--- src/rtl/e603_exu_nice_disp.sv ---
// e603_exu_nice_disp: NICE co-processor dispatch. Issues decoded instructions
// straight through to the NICE request port, remembers {rdidx, rd_en} of each
// outstanding request in an in-order FIFO, and steers in-order responses to
// the integer writeback port.
// Optional feature macro: E603_NICE_RSP_SKID_EN -- adds a one-entry skid
// register between the NICE response and writeback (breaks the
// wbck_ready -> nice_rsp_ready combinational path, +1 cycle latency).
module e603_exu_nice_disp #(
  parameter int OSTD_DEPTH = 4
) (
  input  logic        clk,
  input  logic        rst,
  input  logic        i_valid,
  output logic        i_ready,
  input  logic [31:0] i_instr,
  input  logic [31:0] i_rs1,
  input  logic [31:0] i_rs2,
  input  logic [4:0]  i_rdidx,
  input  logic        i_rd_en,
  output logic        nice_req_valid,
  input  logic        nice_req_ready,
  output logic [31:0] nice_req_instr,
  output logic [31:0] nice_req_rs1,
  output logic [31:0] nice_req_rs2,
  input  logic        nice_rsp_valid,
  output logic        nice_rsp_ready,
  input  logic [31:0] nice_rsp_rdat,
  input  logic        nice_rsp_err,
  output logic        wbck_valid,
  input  logic        wbck_ready,
  output logic [31:0] wbck_wdat,
  output logic [4:0]  wbck_rdidx,
  output logic        wbck_err,
  output logic        nice_busy
);

  localparam int              CW      = $clog2(OSTD_DEPTH);
  localparam logic [CW:0]     L_DEPTH = (CW+1)'(OSTD_DEPTH);

  typedef enum logic {S_IDLE = 1'b0, S_WAIT = 1'b1} state_t;

  logic [CW:0]   r_cnt;
  logic [CW-1:0] r_wptr, r_rptr;
  logic [4:0]    r_rdidx [OSTD_DEPTH];
  logic          r_rden  [OSTD_DEPTH];
  state_t        r_state;

  logic          w_full, w_empty, w_push, w_pop;
  logic [4:0]    w_hd_rdidx;
  logic          w_hd_rden, w_report;

  assign w_full     = (r_cnt == L_DEPTH);
  assign w_empty    = (r_cnt == '0);
  assign w_hd_rdidx = r_rdidx[r_rptr];
  assign w_hd_rden  = r_rden[r_rptr];
  // A response reaches writeback if it targets rd or carries an error.
  assign w_report   = w_hd_rden | nice_rsp_err;

  // Issue side is a pure pass-through, gated only by FIFO space (no bypass).
  assign nice_req_valid = i_valid & ~w_full;
  assign i_ready        = nice_req_ready & ~w_full;
  assign nice_req_instr = i_instr;
  assign nice_req_rs1   = i_rs1;
  assign nice_req_rs2   = i_rs2;
  assign w_push         = nice_req_valid & nice_req_ready;
  assign w_pop          = nice_rsp_valid & nice_rsp_ready;
  assign nice_busy      = (r_state == S_WAIT);

`ifdef E603_NICE_RSP_SKID_EN
  logic        r_sk_vld;
  logic [31:0] r_sk_wdat;
  logic [4:0]  r_sk_rdidx;
  logic        r_sk_err;

  assign nice_rsp_ready = ~w_empty & ~r_sk_vld;
  assign wbck_valid     = r_sk_vld;
  assign wbck_wdat      = r_sk_wdat;
  assign wbck_rdidx     = r_sk_rdidx;
  assign wbck_err       = r_sk_err;

  // Skid register: capture reportable responses, release on wbck accept.
  always_ff @(posedge clk or posedge rst) begin
    if (rst) begin
      r_sk_vld   <= 1'b0;
      r_sk_wdat  <= '0;
      r_sk_rdidx <= '0;
      r_sk_err   <= 1'b0;
    end else if (w_pop && w_report) begin
      r_sk_vld   <= 1'b1;
      r_sk_wdat  <= nice_rsp_rdat;
      r_sk_rdidx <= w_hd_rden ? w_hd_rdidx : 5'd0;
      r_sk_err   <= nice_rsp_err;
    end else if (wbck_ready) begin
      r_sk_vld   <= 1'b0;
    end
  end
`else
  // Combinational steering; no-rd, no-error responses are silently consumed.
  always_comb begin
    nice_rsp_ready = 1'b0;
    wbck_valid     = 1'b0;
    wbck_wdat      = nice_rsp_rdat;
    wbck_rdidx     = w_hd_rden ? w_hd_rdidx : 5'd0;
    wbck_err       = nice_rsp_err;
    if (!w_empty) begin
      nice_rsp_ready = w_report ? wbck_ready : 1'b1;
      wbck_valid     = nice_rsp_valid & w_report;
    end
  end
`endif

  // FIFO payload storage, written on issue handshake (no reset needed).
  always_ff @(posedge clk) begin
    if (w_push) begin
      r_rdidx[r_wptr] <= i_rdidx;
      r_rden[r_wptr]  <= i_rd_en;
    end
  end

  // Occupancy, pointers (wrap modulo depth) and busy FSM.
  always_ff @(posedge clk or posedge rst) begin
    if (rst) begin
      r_cnt   <= '0;
      r_wptr  <= '0;
      r_rptr  <= '0;
      r_state <= S_IDLE;
    end else begin
      if (w_push) r_wptr <= r_wptr + 1'b1;
      if (w_pop)  r_rptr <= r_rptr + 1'b1;
      if (w_push && !w_pop)      r_cnt <= r_cnt + 1'b1;
      else if (!w_push && w_pop) r_cnt <= r_cnt - 1'b1;
      case (r_state)
        S_IDLE: if (w_push) r_state <= S_WAIT;
        S_WAIT: if (w_pop && !w_push && r_cnt == (CW+1)'(1)) r_state <= S_IDLE;
        default: r_state <= S_IDLE;
      endcase
    end
  end

endmodule
--- config.mk ---
export PLATFORM = sky130hd
export DESIGN_NAME = e603_exu_nice_disp
export DESIGN_NICKNAME = d
export VERILOG_FILES = /design/src/rtl/e603_exu_nice_disp.sv
export SDC_FILE = /design/constraint.sdc
export NUM_CORES = 1
export LEC_CHECK = 0
export CORE_AREA = 2 2 109 111
export CTS_BUF_LIST = sky130_fd_sc_hd__clkbuf_8
export DETAILED_ROUTE_END_ITERATION = 8
export DIE_AREA = 0 0 111 113
export PLACE_DENSITY_LB_ADDON = 0.08
export SLEW_MARGIN = 20
export SYNTH_ARGS = -nofsm -noshare
export SYNTH_HDL_FRONTEND = slang
export SYNTH_SLANG_ARGS = --single-unit
--- constraint.sdc ---
create_clock -name clk -period 2.2 [get_ports clk]
set_input_delay 0.33 -clock clk [delete_from_list [all_inputs] [get_ports clk]]
set_output_delay 0.33 -clock clk [all_outputs]
set_load 0.05 [all_outputs]
==> flow_summary.json, run 1 <==
{
  "post_synth.cell_area_avg_um2": 10.6,
  "core-area_mm2": 0.0113,
  "layout_commonest_cell": "edfxtp_1",
  "cts.path.max_buffers": 2,
  "clock_latency_ns": 0.28,
  "first_iter_violations": 30,
  "synth_seq_cells": 32,
  "numCtsBuffers": 5,
  "rsz0062_at_grt": "true",
  "hold_violations": 0,
  "hold_path_class": "input port to asynchronous set/reset pin",
  "clkTransAtPathRegs_ns": 0.07,
  "root_buffer": "clkbuf_8",
  "finalCritPeriodShare": 0.965,
  "die_h_um": 113,
  "period_minus_slack_ns": 2.12,
  "syn2layout_area_growth_pct": -14.6,
  "drcViolationCount": 0,
  "drive_gt1_frac": 0.246,
  "vias_per_cell": 3.95,
  "cts_tree": "built",
  "yosys_warnings": 0,
  "ff_latch_area_um2": 921,
  "p_per_area_mw_per_mm2": 1280,
  "htreeDepth": 2,
  "finalNonFillerCells": 281,
  "synth_area_mm2": 0.00246,
  "power_w": 0.00269,
  "finalSetupTns_ns": 0,
  "ff2ff_setup_slack_ns": 0.13,
  "setup_viol": 0,
  "nFillCells": 1215,
  "place_inst": 273,
  "place_congestion": 0.738,
  "grt_remaining_overflow": 0,
  "critical_path_buf_inv_count": 2,
  "std_cell_rows": 39,
  "slew_headroom": 0.667,
  "grt_max_degree": 11,
  "antenna_found_initial": 0,
  "fmax_ghz": 0.471,
  "startpoint_type": "register",
  "crit_arrival_ns": 1.79,
  "ys_types": 30,
  "track_usage": 0.108,
  "tightest_slew_ns": 0.498,
  "crit_fanout": 4,
  "final_cell_mix": "edfxtp_1 (24), clkdlybuf4s50_1 (13), buf_4 (13), inv_1 (10), ha_1 (10)",
  "worstSetupPathType": "register to output port",
  "required_ns": 1.87,
  "synth_nets": 382,
  "status": "finished clean",
  "critPathMaxStageDelay_ns": 0.53,
  "vias": 1111,
  "cp_slowest_cell": "mux4_2",
  "grt_pass1_vias": 1278,
  "syn_inst": 231,
  "end_kind": "output port",
  "totalWireLength_mm": 6.92,
  "drv_cap": 0,
  "p_leak_nw": 0.805,
  "cpLargestDelayFamily": "multiplexers",
  "die_area_mm2": 0.0125,
  "clock_skew_ns": 0.00635,
  "holdBufCountCts": 0,
  "diodes": 0,
  "hpwl_mm": 5.77,
  "portBuffers": 23,
  "drtPass1Iterations": 4,
  "crit_chain": "mux4_2 -> o21a_1 -> buf_4 -> nor2_4 -> buf_12",
  "nets": 288,
  "multi_input_area_um2": 549,
  "slew_violations": 0,
  "ys_seq_area_frac": 0.375,
  "fin_hold_ws_ns": 0.322,
  "grt_pass1_wl_mm": 9.39,
  "ant_nets": 0,
  "post-cts-setup-buffer-count": 0,
  "wl_per_cell_um": 24.6,
  "pin_count": 280,
  "cts_num_sinks": 32,
  "die_w_um": 111,
  "max-vdd-ir-drop_v": 0.000559,
  "initial_core_util": 0.218
}
## logic make-up (layout without fill, tap and decap cells)
kind of cell,Yosys count,after routing,share of synthesized area
buffers and inverters,140,47,0.411
DFF,32,32,0.375
and+or+nand+nor,28,28,0.0621
adders and majority gates,10,10,0.0509
AOI/OAI and AO/OA,10,10,0.0275
muxes,7,7,0.0591
xor gates and xnor gates,4,4,0.0143
## power breakdown
| group | total (W) | internal (W) | switching (W) |
|---|---|---|---|
| Clock | 0.000550 | 0.000331 | 0.000219 |
| Combinational | 0.00128 | 0.000522 | 0.000754 |
| Sequential | 0.000862 | 0.000775 | 0.0000874 |
| Total | 0.00269 | 0.00163 | 0.00106 |
## flip-flops by register name (all words and copies together) (netlist names)
| name | count |
|---|---|
| r_rden | 4 |
| nice_busy | 1 |
| r_rdidx | 20 |
| r_cnt | 3 |
| r_rptr | 2 |
| r_wptr | 2 |
## final timing paths
path	to	cells after the start	start
setup / recovery	nice_rsp_ready	5	r_rptr[0]$_DFFE_PP0P_
hold / removal	r_cnt[2]$_DFFE_PP0P_	2	rst
setup reg to reg	r_cnt[2]$_DFFE_PP0P_	7	r_rptr[0]$_DFFE_PP0P_
hold reg to reg	nice_busy$_DFF_PP0_	1	nice_busy$_DFF_PP0_
max in group asynchronous	r_rptr[0]$_DFFE_PP0P_	2	rst
min in group clk	nice_busy$_DFF_PP0_	1	nice_busy$_DFF_PP0_
## synth_stat cells
| cell | instances | area [um2] |
|---|---|---|
| a21boi_0 | 1 | 7.51 |
| a21boi_1 | 1 | 7.51 |
| a41o_1 | 1 | 10.0 |
| and2_1 | 5 | 31.3 |
| and3_1 | 4 | 25.0 |
| buf_2 | 1 | 5.00 |
| buf_4 | 129 | 968 |
| clkbuf_1 | 1 | 3.75 |
| dfrtp_1 | 8 | 200 |
| edfxtp_1 | 24 | 721 |
| ha_1 | 10 | 125 |
| inv_1 | 9 | 33.8 |
| mux2i_1 | 1 | 10.0 |
| mux4_2 | 6 | 135 |
| nand2_1 | 4 | 15.0 |
| nand2b_1 | 2 | 12.5 |
| nand3_1 | 1 | 5.00 |
| nand3b_1 | 1 | 7.51 |
| nand4_1 | 1 | 6.26 |
| nor2_1 | 5 | 18.8 |
| nor2b_1 | 1 | 6.26 |
| nor4_1 | 2 | 12.5 |
| o21a_1 | 1 | 7.51 |
| o21ai_0 | 3 | 15.0 |
| o22ai_1 | 2 | 12.5 |
| o31ai_1 | 1 | 7.51 |
| or2_1 | 1 | 6.26 |
| or3_1 | 1 | 6.26 |
| xnor2_1 | 2 | 17.5 |
| xor2_1 | 2 | 17.5 |
## timing repair
action | in CTS | in global routing
resized for setup | 1 | 3
pin swaps | 0 | 1
endpoints found under the setup margin | 1 | 2
## final cells by class
class                           count  share of cell area
Tap cell                          143              0.0853
Multi-Input combinational cell     59               0.262
Clock buffer                        5              0.0328
Inverter                            9              0.0161
Timing Repair Buffer               30               0.147
Clock inverter                      3              0.0185
Sequential cell                    32               0.439
## metrics by stage
stage,instance area [um2],utilization,worst slack [ns]
CTS,2090,0.185,0.00631
floorplan,2470,-,0.0361
finish,2100,0.186,0.0777
global route,2100,0.186,-0.00976
detailed placement,1980,0.175,0.178
global placement,1980,0.175,0.199
## per-layer routing
metal	track usage	wire, um	vias up
met5	0.0157	0	-
met4	0.0633	297	0
met1	0.0895	1910	484
met2	0.144	3010	148
li1	-	-	441
met3	0.131	1710	38
(Power assumes the default switching activity.)
==> run 2, diff against run 1 <==
- CORE_AREA: 2 2 109 111 -> unset
- CORE_MARGIN: unset -> 8
- CORE_UTILIZATION: unset -> 28
- DIE_AREA: 0 0 111 113 -> unset
==> run 2 against run 1 <==
  * First-iteration DRC count is 10% higher
  * Power about the same
  * Core utilization up 5.0 points
  * Non-clock buffer count decreased by 1
  * Setup slack gained 0.043 ns
  * Highest routed layer is now met5
  * Global-route usage is 0.79 points higher
  * Final area shrank 2.9%
  * Sequential share of layout area rose by 1.3 points
==> flow_summary.json, run 2 (synthesis results as in run 1) <==
{
  "crit_fanout": 10,
  "finalNonFillerCells": 245,
  "startpoint_type": "register",
  "tightest_slew_ns": 0.502,
  "first_iter_violations": 33,
  "status": "finished clean",
  "slew_violations": 0,
  "layout_commonest_cell": "edfxtp_1",
  "p_leak_nw": 0.795,
  "worstSetupPathType": "register to output port",
  "vias": 1120,
  "power.switching_w": 0.00106,
  "fmax_ghz": 0.481,
  "cts_num_sinks": 32,
  "drv_cap": 0,
  "end_kind": "output port",
  "finalSetupTns_ns": 0,
  "grt_pass1_wl_mm": 9.49,
  "p_sw_frac": 0.395,
  "fin_hold_ws_ns": 0.341,
  "clock_skew_ns": 0.00518,
  "hpwl_mm": 5.97,
  "holdBufCountCts": 0,
  "htreeDepth": 2,
  "ant_nets": 0,
  "totalWireLength_mm": 7.14,
  "reg_top3": "r_rdidx (20), r_rden (4), r_cnt (3)",
  "power_frac_seq": 0.321,
  "nets": 287,
  "setup_viol": 0,
  "wl_per_cell_um": 29.1,
  "p_per_area_mw_per_mm2": 1320,
  "root_buffer": "clkbuf_8",
  "pin_count": 280,
  "die_area_mm2": 0.0120,
  "power_frac_comb": 0.477,
  "core-area_mm2": 0.00864,
  "p_int_w": 0.00163,
  "grt_remaining_overflow": 0,
  "die_h_um": 110,
  "drcViolationCount": 0,
  "syn2layout_area_growth_pct": -17.1,
  "finalCritPeriodShare": 0.945,
  "hold_violations": 0,
  "crit_arrival_ns": 1.75,
  "rsz0062_at_grt": "false",
  "required_ns": 1.87,
  "track_usage": 0.116,
  "place_congestion": 0.753,
  "slew_headroom": 0.664,
  "portBuffers": 23,
  "drive_gt1_frac": 0.248,
  "final_cell_mix": "edfxtp_1 (24), clkdlybuf4s50_1 (13), buf_4 (13), inv_1 (10), ha_1 (9)",
  "cts_tree": "built",
  "initial_core_util": 0.285,
  "clkTransAtPathRegs_ns": 0.07,
  "nFillCells": 910,
  "std_cell_rows": 34,
  "crit_start": "r_rptr[0]$_DFFE_PP0P_",
  "drtPass1Iterations": 4,
  "period_minus_slack_ns": 2.08,
  "clock_latency_ns": 0.28,
  "grt_pass1_vias": 1292,
  "vias_per_cell": 4.57,
  "grt_max_degree": 11,
  "largest_reg_flops": 20,
  "r2r_start": "r_rptr[0]$_DFFE_PP0P_",
  "clockPowerShare": 0.202,
  "max-vdd-ir-drop_v": 0.000383,
  "registers.top_by_ff_count": "r_rdidx",
  "diodes": 0,
  "numCtsBuffers": 5,
  "die_w_um": 110,
  "cts.path.max_buffers": 2,
  "antenna_found_initial": 0,
  "place_inst": 237,
  "hold_path_class": "input port to asynchronous set/reset pin"
}
==> run 2: worst paths after layout <==
path                                         end  slack, ns  cells past startpoint
setup / recovery                   wbck_rdidx[2]       0.12                      4
hold / removal             r_wptr[0]$_DFFE_PP0P_       0.34                      2
setup reg to reg            r_cnt[2]$_DFFE_PP0P_       0.18                      7
hold reg to reg              nice_busy$_DFF_PP0_       0.50                      1
max in group asynchronous   r_cnt[2]$_DFFE_PP0P_       1.57                      2
min in group clk             nice_busy$_DFF_PP0_       0.50                      1
==> run 2: critical path, cell delays in order (launching register included) <==
cell	delay, ns
dfrtp_1	0.36
buf_4	0.22
mux4_2	0.52
and2_1	0.18
buf_4	0.19
==> run 2: per-layer routing <==
| layer | routed length (um) | up-vias | GRT usage |
|---|---|---|---|
| li1 | - | 438 | - |
| met1 | 1810 | 491 | 0.0833 |
| met2 | 3010 | 145 | 0.152 |
| met3 | 1830 | 40 | 0.149 |
| met4 | 359 | 6 | 0.0704 |
| met5 | 120 | - | 0.105 |
==> run 2: final cells by class <==
| type | instances | area, um2 | share of cell area |
|---|---|---|---|
| inverters | 9 | 33.8 | 0.0166 |
| multi-input cells | 59 | 552 | 0.271 |
| well taps | 108 | 135 | 0.0663 |
| repair buffers | 29 | 288 | 0.141 |
| flip-flops and latches | 32 | 921 | 0.452 |
| clock inverters | 3 | 38.8 | 0.0190 |
| clock buffers | 5 | 68.8 | 0.0338 |
==> run 2: metrics by stage <==
stage          power [W]  setup slack (ns)  instance area [um2]   util
2_1_floorplan    0.00231            0.0361                 2470      -
3_3_place_gp     0.00217             0.162                 1910  0.222
3_5_place_dp     0.00217             0.141                 1910  0.222
4_1_cts          0.00273            0.0320                 2020  0.234
5_1_grt          0.00286            0.0197                 2040  0.236
6_report         0.00269             0.121                 2040  0.236
==> run 2: power by group through the flow <==
stage / clock network, W / logic (W) / registers, W
floorplan: 0 / 0.00144 / 0.000877
global placement: 0 / 0.00129 / 0.000874
detailed placement: 0 / 0.00129 / 0.000877
CTS: 0.000564 / 0.00130 / 0.000865
global route: 0.000591 / 0.00139 / 0.000882
finish: 0.000544 / 0.00128 / 0.000863
==> run 2: timing repair <==
item | CTS | global route
buffers inserted | 0 | 0
resized for setup | 0 | 5
setup endpoints to repair | 0 | 2
